===== config.mk =====
export PLATFORM = sky130hd
export DESIGN_NAME = sr_lock_arbiter
export DESIGN_NICKNAME = d
export VERILOG_FILES = /design/src/rtl/sr_lock_pkg.sv /design/src/rtl/sr_flag_cell.sv /design/src/rtl/sr_lock_arbiter.sv
export SDC_FILE = /design/constraint.sdc
export NUM_CORES = 1
export LEC_CHECK = 0
export ABC_AREA = 0
export CAP_MARGIN = 20
export CORE_MARGIN = 2
export CORE_UTILIZATION = 40
export DETAILED_ROUTE_END_ITERATION = 10
export HOLD_SLACK_MARGIN = 0.06
export PLACE_DENSITY = 0.59
export SLEW_MARGIN = 10
export SYNTH_ARGS = -nofsm -noshare
export SYNTH_HDL_FRONTEND = slang
export SYNTH_SLANG_ARGS = --single-unit

===== constraint.sdc =====
create_clock -name CLK -period 2.7 [get_ports CLK]
set_clock_uncertainty 0.1 [all_clocks]
set_input_delay 0.27 -clock CLK [delete_from_list [all_inputs] [get_ports CLK]]
set_output_delay 0.27 -clock CLK [all_outputs]
set_load 0.02 [all_outputs]

===== src/rtl/sr_lock_pkg.sv =====
// Shared types and the round-robin pick helper for the lock arbiter.
// rr_pick works on a 16-bit request vector so any requester count up to 16 can use it.
package sr_lock_pkg;

    localparam int unsigned MAX_REQ = 16;
    localparam int unsigned IDX_W   = 4;
    localparam int unsigned K_W     = IDX_W + 1;

    typedef enum logic [1:0] {
        IDLE    = 2'd0,
        HELD    = 2'd1,
        RECOVER = 2'd2
    } lock_state_e;

    typedef struct packed {
        logic             valid;
        logic [IDX_W-1:0] idx;
    } rr_pick_t;

    // First set request at or after ptr, wrapping at num_req-1 back to 0.
    function automatic rr_pick_t rr_pick(
        input logic [MAX_REQ-1:0] req,
        input logic [IDX_W-1:0]   ptr,
        input int unsigned        num_req
    );
        rr_pick_t   pick;
        logic [K_W-1:0] k;
        pick = '0;
        for (int unsigned off = 0; off < MAX_REQ; off++) begin
            k = {1'b0, ptr} + K_W'(off);
            if (k >= K_W'(num_req)) begin
                k = k - K_W'(num_req);
            end
            if ((off < num_req) && !pick.valid && req[k[IDX_W-1:0]]) begin
                pick.valid = 1'b1;
                pick.idx   = k[IDX_W-1:0];
            end
        end
        return pick;
    endfunction

endpackage


===== src/rtl/sr_flag_cell.sv =====
// Single set/reset flag with set priority and synchronous reset.
// Holds the arbiter's lock flag: set on grant, cleared on release or watchdog expiry.
module sr_flag_cell (
    input  logic CLK,
    input  logic RESET,
    input  logic set,
    input  logic clr,
    output logic flag
);

    always_ff @(posedge CLK) begin
        if (RESET) begin
            flag <= 1'b0;
        end else if (set) begin
            flag <= 1'b1;
        end else if (clr) begin
            flag <= 1'b0;
        end
    end

endmodule


===== src/rtl/sr_lock_arbiter.sv =====
// Round-robin mutex arbiter sharing one lock flag among NUM_REQ requesters,
// with a hold watchdog that forces the owner off after HOLD_MAX cycles.
//
// state   | meaning
// IDLE    | unlocked, grant the next requester from the rr pointer
// HELD    | one owner holds the lock; wait for its REL or watchdog expiry
// RECOVER | one dead cycle after a forced release
module sr_lock_arbiter
    import sr_lock_pkg::*;
#(
    parameter int unsigned NUM_REQ  = 4,
    parameter int unsigned HOLD_MAX = 255,
    parameter int unsigned OWNER_W  = $clog2(NUM_REQ)
) (
    input  logic               CLK,
    input  logic               RESET,
    input  logic [NUM_REQ-1:0] REQ,
    input  logic [NUM_REQ-1:0] REL,
    output logic [NUM_REQ-1:0] GNT,
    output logic               LOCKED,
    output logic [OWNER_W-1:0] OWNER,
    output logic               TIMEOUT
);

    localparam int unsigned CNT_W = (HOLD_MAX > 0) ? $clog2(HOLD_MAX + 1) : 1;

    localparam logic [1:0] S_IDLE    = IDLE;
    localparam logic [1:0] S_HELD    = HELD;
    localparam logic [1:0] S_RECOVER = RECOVER;

    logic [1:0]         state;
    logic [OWNER_W-1:0] ptr;
    logic [OWNER_W-1:0] owner_q;
    logic [NUM_REQ-1:0] gnt_q;
    logic [CNT_W-1:0]   hold_cnt;
    logic               timeout_q;

    rr_pick_t           pick;
    logic [OWNER_W-1:0] pick_owner;
    logic [OWNER_W-1:0] owner_inc;
    logic               rel_owner;
    logic               expire;
    logic               grant_now;
    logic               drop_now;
    logic               unused_pick_idx;

    always_comb begin
        pick       = rr_pick(MAX_REQ'(REQ), IDX_W'(ptr), NUM_REQ);
        pick_owner = pick.idx[OWNER_W-1:0];
        owner_inc  = (owner_q == OWNER_W'(NUM_REQ - 1)) ? '0 : owner_q + 1'b1;
        rel_owner  = REL[owner_q];
        expire     = (HOLD_MAX != 0) && (hold_cnt == CNT_W'(HOLD_MAX));
        grant_now  = (state == S_IDLE) && pick.valid;
        drop_now   = (state == S_HELD) && (rel_owner || expire);
    end

    // Only the low OWNER_W bits of the pick index are meaningful here.
    assign unused_pick_idx = ^pick.idx;

    always_ff @(posedge CLK) begin
        if (RESET) begin
            state     <= S_IDLE;
            ptr       <= '0;
            owner_q   <= '0;
            gnt_q     <= '0;
            hold_cnt  <= '0;
            timeout_q <= 1'b0;
        end else begin
            timeout_q <= 1'b0;
            case (state)
                S_IDLE: begin
                    if (pick.valid) begin
                        gnt_q    <= NUM_REQ'(1) << pick_owner;
                        owner_q  <= pick_owner;
                        hold_cnt <= (HOLD_MAX != 0) ? CNT_W'(1) : '0;
                        state    <= S_HELD;
                    end
                end
                S_HELD: begin
                    // Owner release beats a watchdog expiry in the same cycle.
                    if (rel_owner) begin
                        gnt_q    <= '0;
                        ptr      <= owner_inc;
                        hold_cnt <= '0;
                        state    <= S_IDLE;
                    end else if (expire) begin
                        gnt_q     <= '0;
                        ptr       <= owner_inc;
                        hold_cnt  <= '0;
                        timeout_q <= 1'b1;
                        state     <= S_RECOVER;
                    end else if ((HOLD_MAX != 0) && (hold_cnt != CNT_W'(HOLD_MAX))) begin
                        hold_cnt <= hold_cnt + 1'b1;
                    end
                end
                S_RECOVER: begin
                    state <= S_IDLE;
                end
                default: begin
                    state <= S_IDLE;
                    gnt_q <= '0;
                end
            endcase
        end
    end

    sr_flag_cell u_lock_flag (
        .CLK   (CLK),
        .RESET (RESET),
        .set   (grant_now),
        .clr   (drop_now),
        .flag  (LOCKED)
    );

    assign GNT     = gnt_q;
    assign OWNER   = owner_q;
    assign TIMEOUT = timeout_q;

endmodule

==> results by group <==
Floorplan
  • Starting density of the core: between 40% and 50%
  • Die Y: ~60 um
  • I/O pins: 18
  • Die X: 59.90 um
  • Rows: 20
  • Die footprint: 0.003588 mm2
  • Core ar.: around 0.0030 mm2

Logic synthesis
  • Cells after Synth: between 100 and 150
  • Mapped Nets: between 150 and 200
  • Synth unique cells: 43
  • Register bit count reported by yosys: 20
  • Ys Warns: 0
  • Syn_area_per_cell: a little over 9 um2
  • Synth Cell Area: around 0.0012 mm2
  • Top FF cell, synth: dfxtp_1
  • Number of synthesized flops with an enable pin: 0
  • Synth async-reset ratio: 0%
  • Sequential fraction of the synthesis area: between 30% and 40%

Clocking
  • Clock buffer depth: 2
  • Hold-fix buffers, CTS: 0
  • # resized after CTS: 0
  • Htree depth: 1
  • Post-CTS setup buffer count: 0
  • Clock slew at reported path FFs: roughly 0.11 ns
  • Clk_lat worst skew: around 0.29 ns
  • Number of CTS-inserted buffers: 3
  • CTS tree: done
  • Clock Tree Root: clkbuf_4
  • Clock sinks: 20

Flow run
  • Max Cap Viol: 0

Outcome
  • Outcome: finished clean

Routing
  • Drt total wl: around 2500 um
  • Vias/cell: approximately 5.5
  • DRT iter0 DRCs: 72
  • DRC: 0
  • Vias: between 1000 and 1500
  • Drt wl/cell: about 13 um
  • Final ANT Viol Nets: 0
  • Drt pass-1 iters: 4

STA
  • Final setup vio count: 0
  • RSZ-0062 raised after global routing: false
  • Relative slew margins: just under 70%
  • Max Clock Freq: between 400 and 500 MHz
  • Final Hold Vio Count: 0
  • Minimum clock period: approximately 2.4 ns
  • Setup_tns: 0 ns
  • Worst-margin pin slew: around 0.48 ns
  • Max-slew violation count: 0
  • Fin Hold WS: approximately 0.38 ns
  • Period utilization: about nine tenths

Power
  • Internal power: between 0.0005 and 0.0006 W
  • Switching Share: between 30% and 40%
  • NetSw: ~0.00033 W
  • Register share of total power: about two fifths
  • Pwr Density: roughly 600 mW/mm2
  • VDD IR-drop max: approximately 0.38 mV
  • Leak Pwr: between 0.5 and 0.6 nW
  • Clock power share: 18.9%
  • Gate power share: a little over two fifths

Placement
  • Detailed Place HPWL: approximately 2000 um
  • Placer Congestion: ~0.86
  • Port buffer count: 17

Global route
  • GRT overflow: 0
  • Number of global-route vias before repair: 948
  • Initial antenna violation count: 0
  • First-pass GRT wire length: 4319 um
  • Gr usage total: 15.68%
  • Largest net degree at the start of global routing: 16

Cells and area
  • Filler cells: 290
  • Commonest cells after routing, fill and taps aside: 20 x dfxtp_1, 17 x clkdlybuf4s50_1, 10 x a21oi_1, 10 x nand2_1, 10 x o21ai_1
  • Area growth, synth to finish: 19.22%
  • Most common cell after layout, fill and taps aside: dfxtp_1
  • Layout cell share with drive strength beyond 1: roughly 14%
  • Fin util: about half
  • ANT cells: 0
  • Net count, final: between 150 and 200

Min path
  • Hold Path Class: reg2reg

Setup path
  • Worst-path fanout max: 6
  • Worst Setup End Kind: register
  • Startpoint types: register
  • Critical setup path kind: reg2reg
  • Required @ worst endpoint: between 2 and 3 ns
  • CP arrival: about 2.6 ns
[through the flow]
step	setup WS (ns)	instance area, um2	power (W)	cells
6_report	0.2728	1490	0.0009108	188
5_1_grt	0.1088	1490	0.0009772	188
4_1_cts	0.2494	1490	0.0009203	188
3_5_place_dp	0.2865	1454	0.0007487	184
3_3_place_gp	0.2973	1454	0.0007407	184
2_1_floorplan	0.2293	1250	0.0006374	135
[Yosys cell counts (5+ instances only)]
library cell / instances / area share, %
nand2_1: 10 / 3.0
nor2_1: 9 / 2.7
mux2i_1: 5 / 4.0
a32o_1: 5 / 4.0
o21ai_0: 5 / 2.0
inv_1: 5 / 1.5
nand3_1: 6 / 2.4
o21ai_1: 10 / 4.0
ha_1: 6 / 6.0
dfxtp_1: 20 / 32
a21oi_1: 10 / 4.0
[path summary, 6_finish.rpt]
kind / slack (ns) / depth (start not counted) / from / endpoint
max reg2reg: 0.27 / 8 / ptr[1] / GNT[3]
min reg2reg: 0.38 / 1 / hold_cnt[4] / hold_cnt[4]
min: 0.38 / 1 / hold_cnt[4] / hold_cnt[4]
max: 0.27 / 8 / ptr[1] / GNT[3]
[power groups by stage]
stage	combinational [W]	clock (W)	sequential [W]
6_report	0.000380	0.000172	0.000359
5_1_grt	0.000423	0.000190	0.000365
4_1_cts	0.000383	0.000177	0.000360
3_5_place_dp	0.000382	0	0.000367
3_3_place_gp	0.000375	0	0.000366
2_1_floorplan	0.000247	0	0.000390
[final cells by class]
type                            count  area, um2  area share (%)
Inverter                            6      22.52           1.511
Sequential cell                    20      400.4           26.87
Timing Repair Buffer               18      177.7           11.92
Tap cell                           33      41.29           2.771
Multi-Input combinational cell    107      812.0           54.49
Clock buffer                        4      36.28           2.435
[sequential cells by signal, indices dropped and copies added, names as in the netlist]
name	cells
GNT	4
OWNER	2
TIMEOUT	1
hold_cnt	8
ptr	2
state	2
u_lock_flag.flag	1
[critical path, cell delays in order, from the launching register on]
cell and delay (ns):
dfxtp_1 0.40, inv_1 0.11, ha_1 0.41, mux2_2 0.38
a22oi_4 0.20, nand4b_4 0.16, and2b_1 0.21, o31ai_4 0.23
a32o_1 0.16
[cell families after synthesis]
kind of cell	count (synthesis)	share of synthesized area (%)
buf+inv	8	3.003
compound gates	45	27.73
simple gates	48	23.62
mux	8	7.608
fa+ha+maj	6	6.006
flops	20	32.03
[per-layer routing]
metal	vias to the layer above	global-route usage, %	routed length, um
met5	-	0	0
met4	0	4.127	10
met3	2	3.247	72
met2	18	23.91	1129
met1	473	22.38	1251
li1	550	-	-
Note: power is estimated with default switching activity, not from simulation.
